<file path="src/rtl/hazard_stall_ctrl.sv">
// Load-use hazard detector and stall sequencer beside the ID stage; stall outputs are combinational (zero latency).
// mem_busy freezes the whole pipeline and holds the sequencer, a flush cancels any stall, and reset forces normal flow.
module hazard_stall_ctrl #(
    parameter int REG_W    = 5,
    parameter int LOAD_LAT = 1,
    parameter int ZERO_REG = 1,
    parameter int CNT_W    = 16
) (
    input  logic             clk,
    input  logic             rst,
    input  logic             IDEX_mem_read,
    input  logic [REG_W-1:0] IDEX_regRd,
    input  logic [REG_W-1:0] IFID_regRs,
    input  logic [REG_W-1:0] IFID_regRt,
    input  logic             IFID_use_rs,
    input  logic             IFID_use_rt,
    input  logic             mem_busy,
    input  logic             flush,
    output logic             pc_write,
    output logic             IFID_write,
    output logic             mux_sel,
    output logic             pipe_freeze,
    output logic             stall_active,
    output logic [CNT_W-1:0] stall_cnt
);

    localparam int REM_RAW = $clog2(LOAD_LAT + 1);
    localparam int REM_W   = (REM_RAW < 1) ? 1 : REM_RAW;
    localparam int REM_INI = (LOAD_LAT > 1) ? LOAD_LAT - 1 : 0;

    localparam logic [0:0] S_IDLE     = 1'b0;
    localparam logic [0:0] S_LU_STALL = 1'b1;

    logic [0:0]       r_state;
    logic [REM_W-1:0] r_rem;
    logic [CNT_W-1:0] r_cnt;

    logic w_rd_ok;
    logic w_src_match;
    logic w_hit;
    logic w_stall;

    // With ZERO_REG set, a load "into" register 0 writes nothing, so it cannot create a hazard.
    assign w_rd_ok     = (IDEX_regRd != '0) || (ZERO_REG == 0);
    assign w_src_match = (IFID_use_rs && (IFID_regRs == IDEX_regRd)) ||
                         (IFID_use_rt && (IFID_regRt == IDEX_regRd));
    assign w_hit       = IDEX_mem_read && (LOAD_LAT > 0) && w_rd_ok && w_src_match;
    assign w_stall     = (r_state == S_LU_STALL) || w_hit;

    always_comb begin
        pc_write    = 1'b1;
        IFID_write  = 1'b1;
        mux_sel     = 1'b1;
        pipe_freeze = 1'b0;
        if (rst) begin
            pc_write = 1'b1;
        end else if (mem_busy) begin
            pc_write    = 1'b0;
            IFID_write  = 1'b0;
            pipe_freeze = 1'b1;
        end else if (flush) begin
            pc_write = 1'b1;
        end else if (w_stall) begin
            pc_write   = 1'b0;
            IFID_write = 1'b0;
            mux_sel    = 1'b0;
        end
    end

    assign stall_active = !rst && (r_state == S_LU_STALL);
    assign stall_cnt    = rst ? '0 : r_cnt;

    always_ff @(posedge clk) begin
        if (rst) begin
            r_state <= S_IDLE;
            r_rem   <= '0;
            r_cnt   <= '0;
        end else begin
            if (!pc_write && (r_cnt != {CNT_W{1'b1}})) begin
                r_cnt <= r_cnt + 1'b1;
            end
            // A frozen pipeline keeps the sequencer exactly where it was.
            if (!mem_busy) begin
                if (flush) begin
                    r_state <= S_IDLE;
                    r_rem   <= '0;
                end else if (r_state == S_LU_STALL) begin
                    if (r_rem <= REM_W'(1)) begin
                        r_state <= S_IDLE;
                        r_rem   <= '0;
                    end else begin
                        r_rem <= r_rem - 1'b1;
                    end
                end else if (w_hit && (LOAD_LAT > 1)) begin
                    r_state <= S_LU_STALL;
                    r_rem   <= REM_W'(REM_INI);
                end
            end
        end
    end

endmodule

</file>
<file path="config.mk">
export PLATFORM = sky130hd
export DESIGN_NAME = hazard_stall_ctrl
export DESIGN_NICKNAME = d
export VERILOG_FILES = /design/src/rtl/hazard_stall_ctrl.sv
export SDC_FILE = /design/constraint.sdc
export NUM_CORES = 1
export LEC_CHECK = 0
export ABC_AREA = 1
export ABC_CLOCK_PERIOD_IN_PS = 1600
export BUFFER_PORTS_ARGS = -buffer_cell sky130_fd_sc_hd__clkbuf_2
export CAP_MARGIN = 20
export CORE_MARGIN = 5
export CORE_UTILIZATION = 30
export CTS_CLUSTER_DIAMETER = 200
export DETAILED_ROUTE_END_ITERATION = 10
export RECOVER_POWER = 100
export SYNTH_ARGS = -nofsm -noshare
export SYNTH_HDL_FRONTEND = slang
export SYNTH_SLANG_ARGS = --single-unit
</file>
<file path="constraint.sdc">
create_clock -name clk -period 1.6 [get_ports clk]
set_input_delay 0.32 -clock clk [delete_from_list [all_inputs] [get_ports clk]]
set_output_delay 0.32 -clock clk [all_outputs]
set_load 0.02 [all_outputs]
</file>
After elaboration in Yosys (flattened, before gate mapping)
Cells that the tools add are included.

Add/subtract/negate cells: 2. Magnitude comparators: 1. Equality and inequality tests: 3. Mux-type cells: 15. Bitwise gates (word level): 1. Reduce and logical (&&, ||, !) cells: 13.

Operators by type and width (count): $add 16x1->16 const B (1); $mux 16 (1); $ne 16x16->1 const B (1); $mux 1 (14); $eq 5x5->1 (2); $logic_and 1x1->1 (6); $reduce_bool 5->1 (1); $logic_not 1->1 (2); $logic_or 1x1->1 (2); $reduce_and 2->1 (1); $reduce_bool 2->1 (1); $le 1x1->1 const B (1); $not 1->1 (1); $sub 1x1->1 const B (1).

Register bits: 18. Input port bits: 22. Output and inout port bits: 21. Word-level logic and storage cells: 38.

Longest topological paths before layout
Gate-level depths: netlist of the first run.

Depth after elaboration: 11. Depth in mapped cells: 13.

Worst setup path after synthesis of the first run
No wires, ideal clock.

Kind: input to output. Start: input mem_busy. End: output pc_write. Arrival time: 1.335 ns. Required time: 1.280 ns. Path slack: -0.055 ns. Stages: 7. Cells stage by stage: inv_1 nor2_1 inv_1 nand2_1 buf_2 inv_1 buf_4.

Cells in the longest elaborated chain, start to end: 2.

Ends and longest elaborated chain: from (decl) (RTL line 17) `input logic mem_busy,`; $mux 1 (2 in a row); to (decl) (RTL line 19) `output logic pc_write,`.

Every way passes these cells.

Final worst setup path of the first run
Start: register r_cnt[3]. End: register r_cnt[11].

Cells in the longest elaborated chain, start to end: 2. Elaborated cells between the ends (all ways): 3.

Ends and longest elaborated chain: from (decl) (RTL line 36) `logic [CNT_W-1:0] r_cnt;`; from (signal assigned) (RTL line 80) `r_cnt <= r_cnt + 1'b1;`; parallel branches: the longest is 2 deep, another holds $add 16x1->16.

Several ways; the timed one is not identified. A chain may end at the register's enable or synchronous reset.

==> results of run 1 <==
## power by group through the flow
| stage | sequential, W | clock, W | combinational [W] |
|---|---|---|---|
| 3_3_place_gp | 0.000418 | 0 | 0.000164 |
| 3_5_place_dp | 0.000418 | 0 | 0.000165 |
| 6_report | 0.000412 | 0.000367 | 0.000196 |
| 4_1_cts | 0.000408 | 0.000383 | 0.000168 |
| 5_1_grt | 0.000412 | 0.000394 | 0.000218 |
| 2_1_floorplan | 0.000417 | 0 | 0.000103 |
## Yosys cell counts
cell type	number	area, µm²
a21oi_1	8	40.0
buf_2	2	10.0
buf_4	3	22.5
buf_6	1	11.3
clkbuf_1	2	7.51
conb_1	1	3.75
dfxtp_1	16	320
ha_1	1	12.5
inv_1	43	161
inv_2	2	7.51
nand2_1	74	278
nand2_2	3	18.8
nand3_1	16	80.1
nand3_2	3	30.0
nand3b_1	3	22.5
nand4_1	3	18.8
nand4_4	1	21.3
nor2_1	56	210
nor2_2	7	43.8
nor2_4	2	22.5
o211ai_2	1	12.5
o21a_1	1	7.51
## how the worst max path moves through the flow
stage            endpoint  depth (start not counted)  slack, ns
2_1_floorplan    pc_write                         11       0.04
3_3_place_gp   IFID_write                         11      -0.07
3_5_place_dp   IFID_write                         11      -0.08
4_1_cts         r_cnt[15]                         10      0.004
5_1_grt         r_cnt[11]                         11      -0.03
6_report        r_cnt[11]                         11       0.06
## stage by stage
step	setup TNS, ns	cells	util (%)
after detailed placement	-0.418	345	38.3
after floorplan	0	249	-
after global routing	-0.118	353	43.3
after global placement	-0.443	345	38.3
final	0	353	43.3
after CTS	0	349	39.7
## cell families after synthesis
kind of cell	Yosys count	synth area share (%)
compound gates	10	4.41
fa+ha+maj	1	0.918
buf+inv	53	16.2
flops	16	23.5
other cells	1	0.275
simple gates	168	54.7
## routing by layer
metal / up-vias / wire [µm] / GRT usage, %
met4: 0 / 46 / 3.09
met5: - / 0 / 0
li1: 845 / - / -
met2: 29 / 1620 / 18.5
met3: 4 / 168 / 2.55
met1: 646 / 1660 / 15.4
## layout make-up
cell class	count	area [µm²]	area share, %
Clock buffer	4	55.1	2.90
Inverter	45	176	9.30
Multi-Input combinational cell	180	901	47.5
Sequential cell	16	332	17.5
Tap cell	52	65.1	3.43
Timing Repair Buffer	56	368	19.4
## repair_timing
action,CTS,global route
endpoints found under the setup margin,2,18
hold endpoints to repair,0,0
gates resized for setup,2,62
pin swaps,0,25
buffers inserted,0,4
## worst register-to-register path, cell delays in order (launching register included)
cell and delay, ns:
dfxtp_1 0.42, nand2_2 0.09, nor2_2 0.15, nand2_4 0.07
nor2_4 0.16, nand4_4 0.16, nand2_2 0.13, inv_2 0.04
nand2_1 0.06, nand2_1 0.04, nand2_1 0.07, nor2_2 0.03
==> qor.txt, run 1 <==
Pleak -> 0.974 nW
Avg Cell Area, Syn -> 5.47 µm²
# fillers -> 480
Placement Cell Area -> 0.00168 mm²
fin crit share -> 96.3%
commonest non-fill, non-tap cell in the layout -> nand2_1
count of final hold-check violations -> 0
WS Path Type -> flop to flop
Synth-to-Final Area Change -> 39.2%
Pwr Total -> 0.000974 W
Reg-to-Reg End -> r_cnt[11]
Crit path largest cell delay -> 0.42 ns
vias in the first global route -> 1382
final setup fails -> 0
sw frac -> 27.0%
Startpoint Class -> flop
most used cell, CP -> nand2_1
Reg2Reg Depth -> 11
Die H -> 77.4 µm
Crit-path slowest cell -> dfxtp_1
combinational power share -> 20.1%
max reg flops -> 16
number of antenna violations at the first check in global routing -> 0
most frequent cells in the layout -> nand2_1 (64), nor2_1 (49), inv_1 (35)
IO Port Bufs -> 41
Hold WC Path Type -> flop to flop
top-level I/O count -> 43
worst skew pair latency -> 0.25 ns
RSZ-0062 raised after global routing -> true
Root Buffer Master -> clkbuf_8
clock skew -> 0.00156 ns
cts bufs inserted -> 3
hpwl dp -> 2.70 mm
Final nets -> 325
R2R Setup Slk -> 0.06 ns
Worst EP arrival -> 1.68 ns
grt total ovfl -> 0
post-synthesis sequential area ratio -> 23.5%
PD cells -> 513 mW/mm²
crit path cell chain -> nand2_2 > nor2_2 > nand2_4 > nor2_4 > nand4_4 > nand2_2 > inv_2 > nand2_1 > nand2_1 > nand2_1 > nor2_2
core footprint -> 0.00438 mm²
largest net degree at the start of global routing -> 22
initial core utilization -> 31.1%
vias per cell -> 4.32
Max Clock Freq -> 649 MHz
first-pass GRT wire length -> 5.90 mm
clock sinks -> 16
All-Layer GR Usage -> 11.5%
ANT nets after route -> 0
CTS tree -> yes
via count -> 1524
Post-Place Setup Slack -> -0.0784 ns
clock share of power -> 37.6%
sequential power share -> 42.3%
worst-path fanout max -> 6
Worst Hold End -> r_cnt[8]
Post-CTS Hold Buffers -> 0
worst hold slack -> 0.527 ns
P_int -> 0.000711 W
Hold Path Stages -> 2
GP Congestion -> 0.828
biggest regs -> r_cnt (16)
peak supply drop -> 0.268 mV
Crit path max-delay family -> simple AND/OR/NAND/NOR gates
Critical Path Start -> r_cnt[3]
Max Transition Viols Final -> 0
first-pass iteration count of the detailed router -> 4
HP Start -> r_cnt[8]
Post-Syn Nets -> 272
Max Cap Viol -> 0
Crit path required time -> 1.74 ns
RR Startpoint -> r_cnt[3]
Max Buffers Root-to-Sink -> 2
Syn Std Cell Area -> 0.00136 mm²
CTS H-Tree Depth -> 1
status -> finished, final reports clean
proportion of layout cells with a drive suffix above 1 -> 32.6%
wire per inst -> 9.90 µm
post-layout min period -> 1.54 ns
DIE AREA -> 0.00599 mm²
synthesized instance count -> 249
CP Buf/Inv Count -> 1
Largest Register -> r_cnt
Design Area, Final -> 0.00190 mm²
Crit. End Element -> flop
Die Wd -> 77.4 µm
routed wire length -> 3.49 mm
post-route setup slack -> 0.0597 ns
Clock Pin Slew Worst Setup and Hold Paths -> 0.07 ns
Ant. Diodes -> 0
Synth Register Bits -> 16
FP Rows -> 24
Yosys warnings -> 0
Synth cell types -> 22
Remaining DRCs -> 0
DRT iter0 DRCs -> 74
net switching power -> 0.000263 W
(Power assumes the default switching activity.)
==> run 2, diff against run 1 <==
--- a/config.mk
+++ b/config.mk
@@ -9,7 +9,6 @@
 export ABC_CLOCK_PERIOD_IN_PS = 1600
 export BUFFER_PORTS_ARGS = -buffer_cell sky130_fd_sc_hd__clkbuf_2
 export CAP_MARGIN = 20
-export CORE_MARGIN = 5
 export CORE_UTILIZATION = 30
 export CTS_CLUSTER_DIAMETER = 200
 export DETAILED_ROUTE_END_ITERATION = 10
==> run 2 against run 1 <==
Register-to-register slack better by 0.04 ns. Highest routed layer unchanged. Critical endpoint is now pc_write. Total power shrank 0.20%. Routed wire length decreased by 6.5%.
==> qor.txt, run 2 (synthesis gave the netlist of run 1 again) <==
status -> finished, final reports clean
IO Port Bufs -> 41 (unchanged)
wire per inst -> 9.25 µm (-6.5%)
CTS tree -> yes
final core utilization -> 43.7% (+0.44 points)
most frequent cells in the layout -> nand2_1 (65), nor2_1 (51), inv_1 (36)
Crit. End Element -> primary output
clock skew -> 0.00104 ns (-0.000529 ns)
routed wire length -> 3.27 mm (-6.5%)
Max Transition Viols Final -> 0 (unchanged)
number of antenna violations at the first check in global routing -> 0 (unchanged)
DRT iter0 DRCs -> 77 (+4.1%)
vias in the first global route -> 1300 (-5.9%)
ANT nets after route -> 0 (unchanged)
max reg flops -> 16 (unchanged)
cts bufs inserted -> 3 (unchanged)
DIE AREA -> 0.00482 mm² (-20%)
Remaining DRCs -> 0 (unchanged)
commonest non-fill, non-tap cell in the layout -> nand2_1
Post-Place Setup Slack -> -0.146 ns (-0.0678 ns)
proportion of layout cells with a drive suffix above 1 -> 33.6% (+1.0 points)
met2 usage -> 21.3% (+2.7 points)
met1 Usage GRT -> 18.7% (+3.2 points)
met3 Usage GRT -> 3.78% (+1.2 points)
CTS H-Tree Depth -> 1 (unchanged)
Ant. Diodes -> 0 (unchanged)
GR peak layer -> met2
Die Wd -> 69.4 µm (-10%)
worst skew pair latency -> 0.25 ns (about the same)
post-route setup slack -> 0.0919 ns (+0.0322 ns)
Max Clock Freq -> 663 MHz (+2.1%)
fin crit share -> 94.3% (-2.0 points)
final setup fails -> 0 (unchanged)
GP Congestion -> 0.840 (+1.4%)
Crit path required time -> 1.28 ns (-0.46 ns)
All-Layer GR Usage -> 13.7% (+2.2 points)
Pleak -> 0.988 nW (+1.4%)
via count -> 1552 (+1.8%)
Largest Register -> r_cnt
Hold WC Path Type -> flop to flop
Worst EP arrival -> 1.19 ns (-0.49 ns)
FP Rows -> 24 (unchanged)
Clock Pin Slew Worst Setup and Hold Paths -> 0.07 ns (about the same)
initial core utilization -> 31.3% (+0.21 points)
biggest regs -> r_cnt (16)
top-level I/O count -> 43 (unchanged)
RSZ-0062 raised after global routing -> true
Post-CTS Hold Buffers -> 0 (unchanged)
grt total ovfl -> 0 (unchanged)
WS Path Type -> input port to primary output
Die H -> 69.4 µm (-10%)
count of final hold-check violations -> 0 (unchanged)
Max Buffers Root-to-Sink -> 2 (unchanged)
first-pass GRT wire length -> 5.50 mm (-6.8%)
# fillers -> 471 (-1.9%)
vias per cell -> 4.40 (+1.8%)
Synth-to-Final Area Change -> 39.7%
core footprint -> 0.00435 mm² (-0.68%)
first-pass iteration count of the detailed router -> 4 (unchanged)
Startpoint Class -> input port
Final nets -> 325 (unchanged)
hpwl dp -> 2.51 mm (-6.8%)
largest net degree at the start of global routing -> 22 (unchanged)
worst-path fanout max -> 8 (+2)
Max Cap Viol -> 0 (unchanged)
clock sinks -> 16 (unchanged)
post-layout min period -> 1.51 ns (-0.0322 ns)
peak supply drop -> 0.222 mV (-17%)
PD cells -> 511 mW/mm² (-0.52%)
Root Buffer Master -> clkbuf_8
==> run 2: changes by cell type in the layout (fill, tap and decap cells not counted), sizes merged <==
cell,delta
clkbuf,-2
buf,+2
==> run 2: worst max-delay path, stage by stage <==
cell and delay [ns]:
buf_6 0.10, nand2_1 0.05, nand2_1 0.05, nor2_2 0.11, nand3_1 0.10, nand2_2 0.09
nand2_2 0.07, nand2_4 0.13, inv_4 0.05, buf_6 0.12
==> run 2: final cells by class <==
class,count,area [µm²],area share (%)
Multi-Input combinational cell,180,885,46.5
Sequential cell,16,329,17.3
Inverter,45,176,9.27
Clock buffer,4,55.1,2.89
Tap cell,52,65.1,3.42
Timing Repair Buffer,56,393,20.6
==> run 2: stage by stage <==
step	power (W)	hold WS [ns]	std cells	area (µm²)	TNS (ns)
after global placement	0.000574	0.525	346	1670	-1.12
after global routing	0.00103	0.553	353	1900	-0.0284
after CTS	0.000945	0.531	350	1740	0
after floorplan	0.000520	0.387	249	1370	0
final	0.000972	0.522	353	1900	0
after detailed placement	0.000575	0.526	346	1670	-1.90
==> run 2: final timing paths <==
path	slack [ns]	to	cells after the start	startpoint
hold / removal	0.52	r_cnt[1]	2	r_cnt[1]
setup / recovery	0.09	pc_write	10	IDEX_regRd[0]
hold reg to reg	0.52	r_cnt[1]	2	r_cnt[1]
setup reg to reg	0.10	r_cnt[11]	12	r_cnt[0]
==> run 2: what timing repair did <==
action,CTS,global route
gates cloned,0,0
gates resized for setup,3,54
endpoints found under the setup margin,3,16
pin swaps,0,24
buffers inserted,0,3
==> run 2: per-layer routing <==
metal  vias to the layer above  wire (µm)  part of all wire (%)
met1                       661       1610                    49
met3                         2        168                   5.1
met2                        39       1470                    45
met5                         -          0                     0
li1                        850          -                     -
met4                         0         20                  0.61
==> run 2: power by group <==
| part | switching (W) | leakage, nW | internal, W |
|---|---|---|---|
| sequential | 0.00000731 | 0.131 | 0.000403 |
| combinational | 0.000105 | 0.828 | 0.0000899 |
| clock | 0.000148 | 0.0288 | 0.000218 |
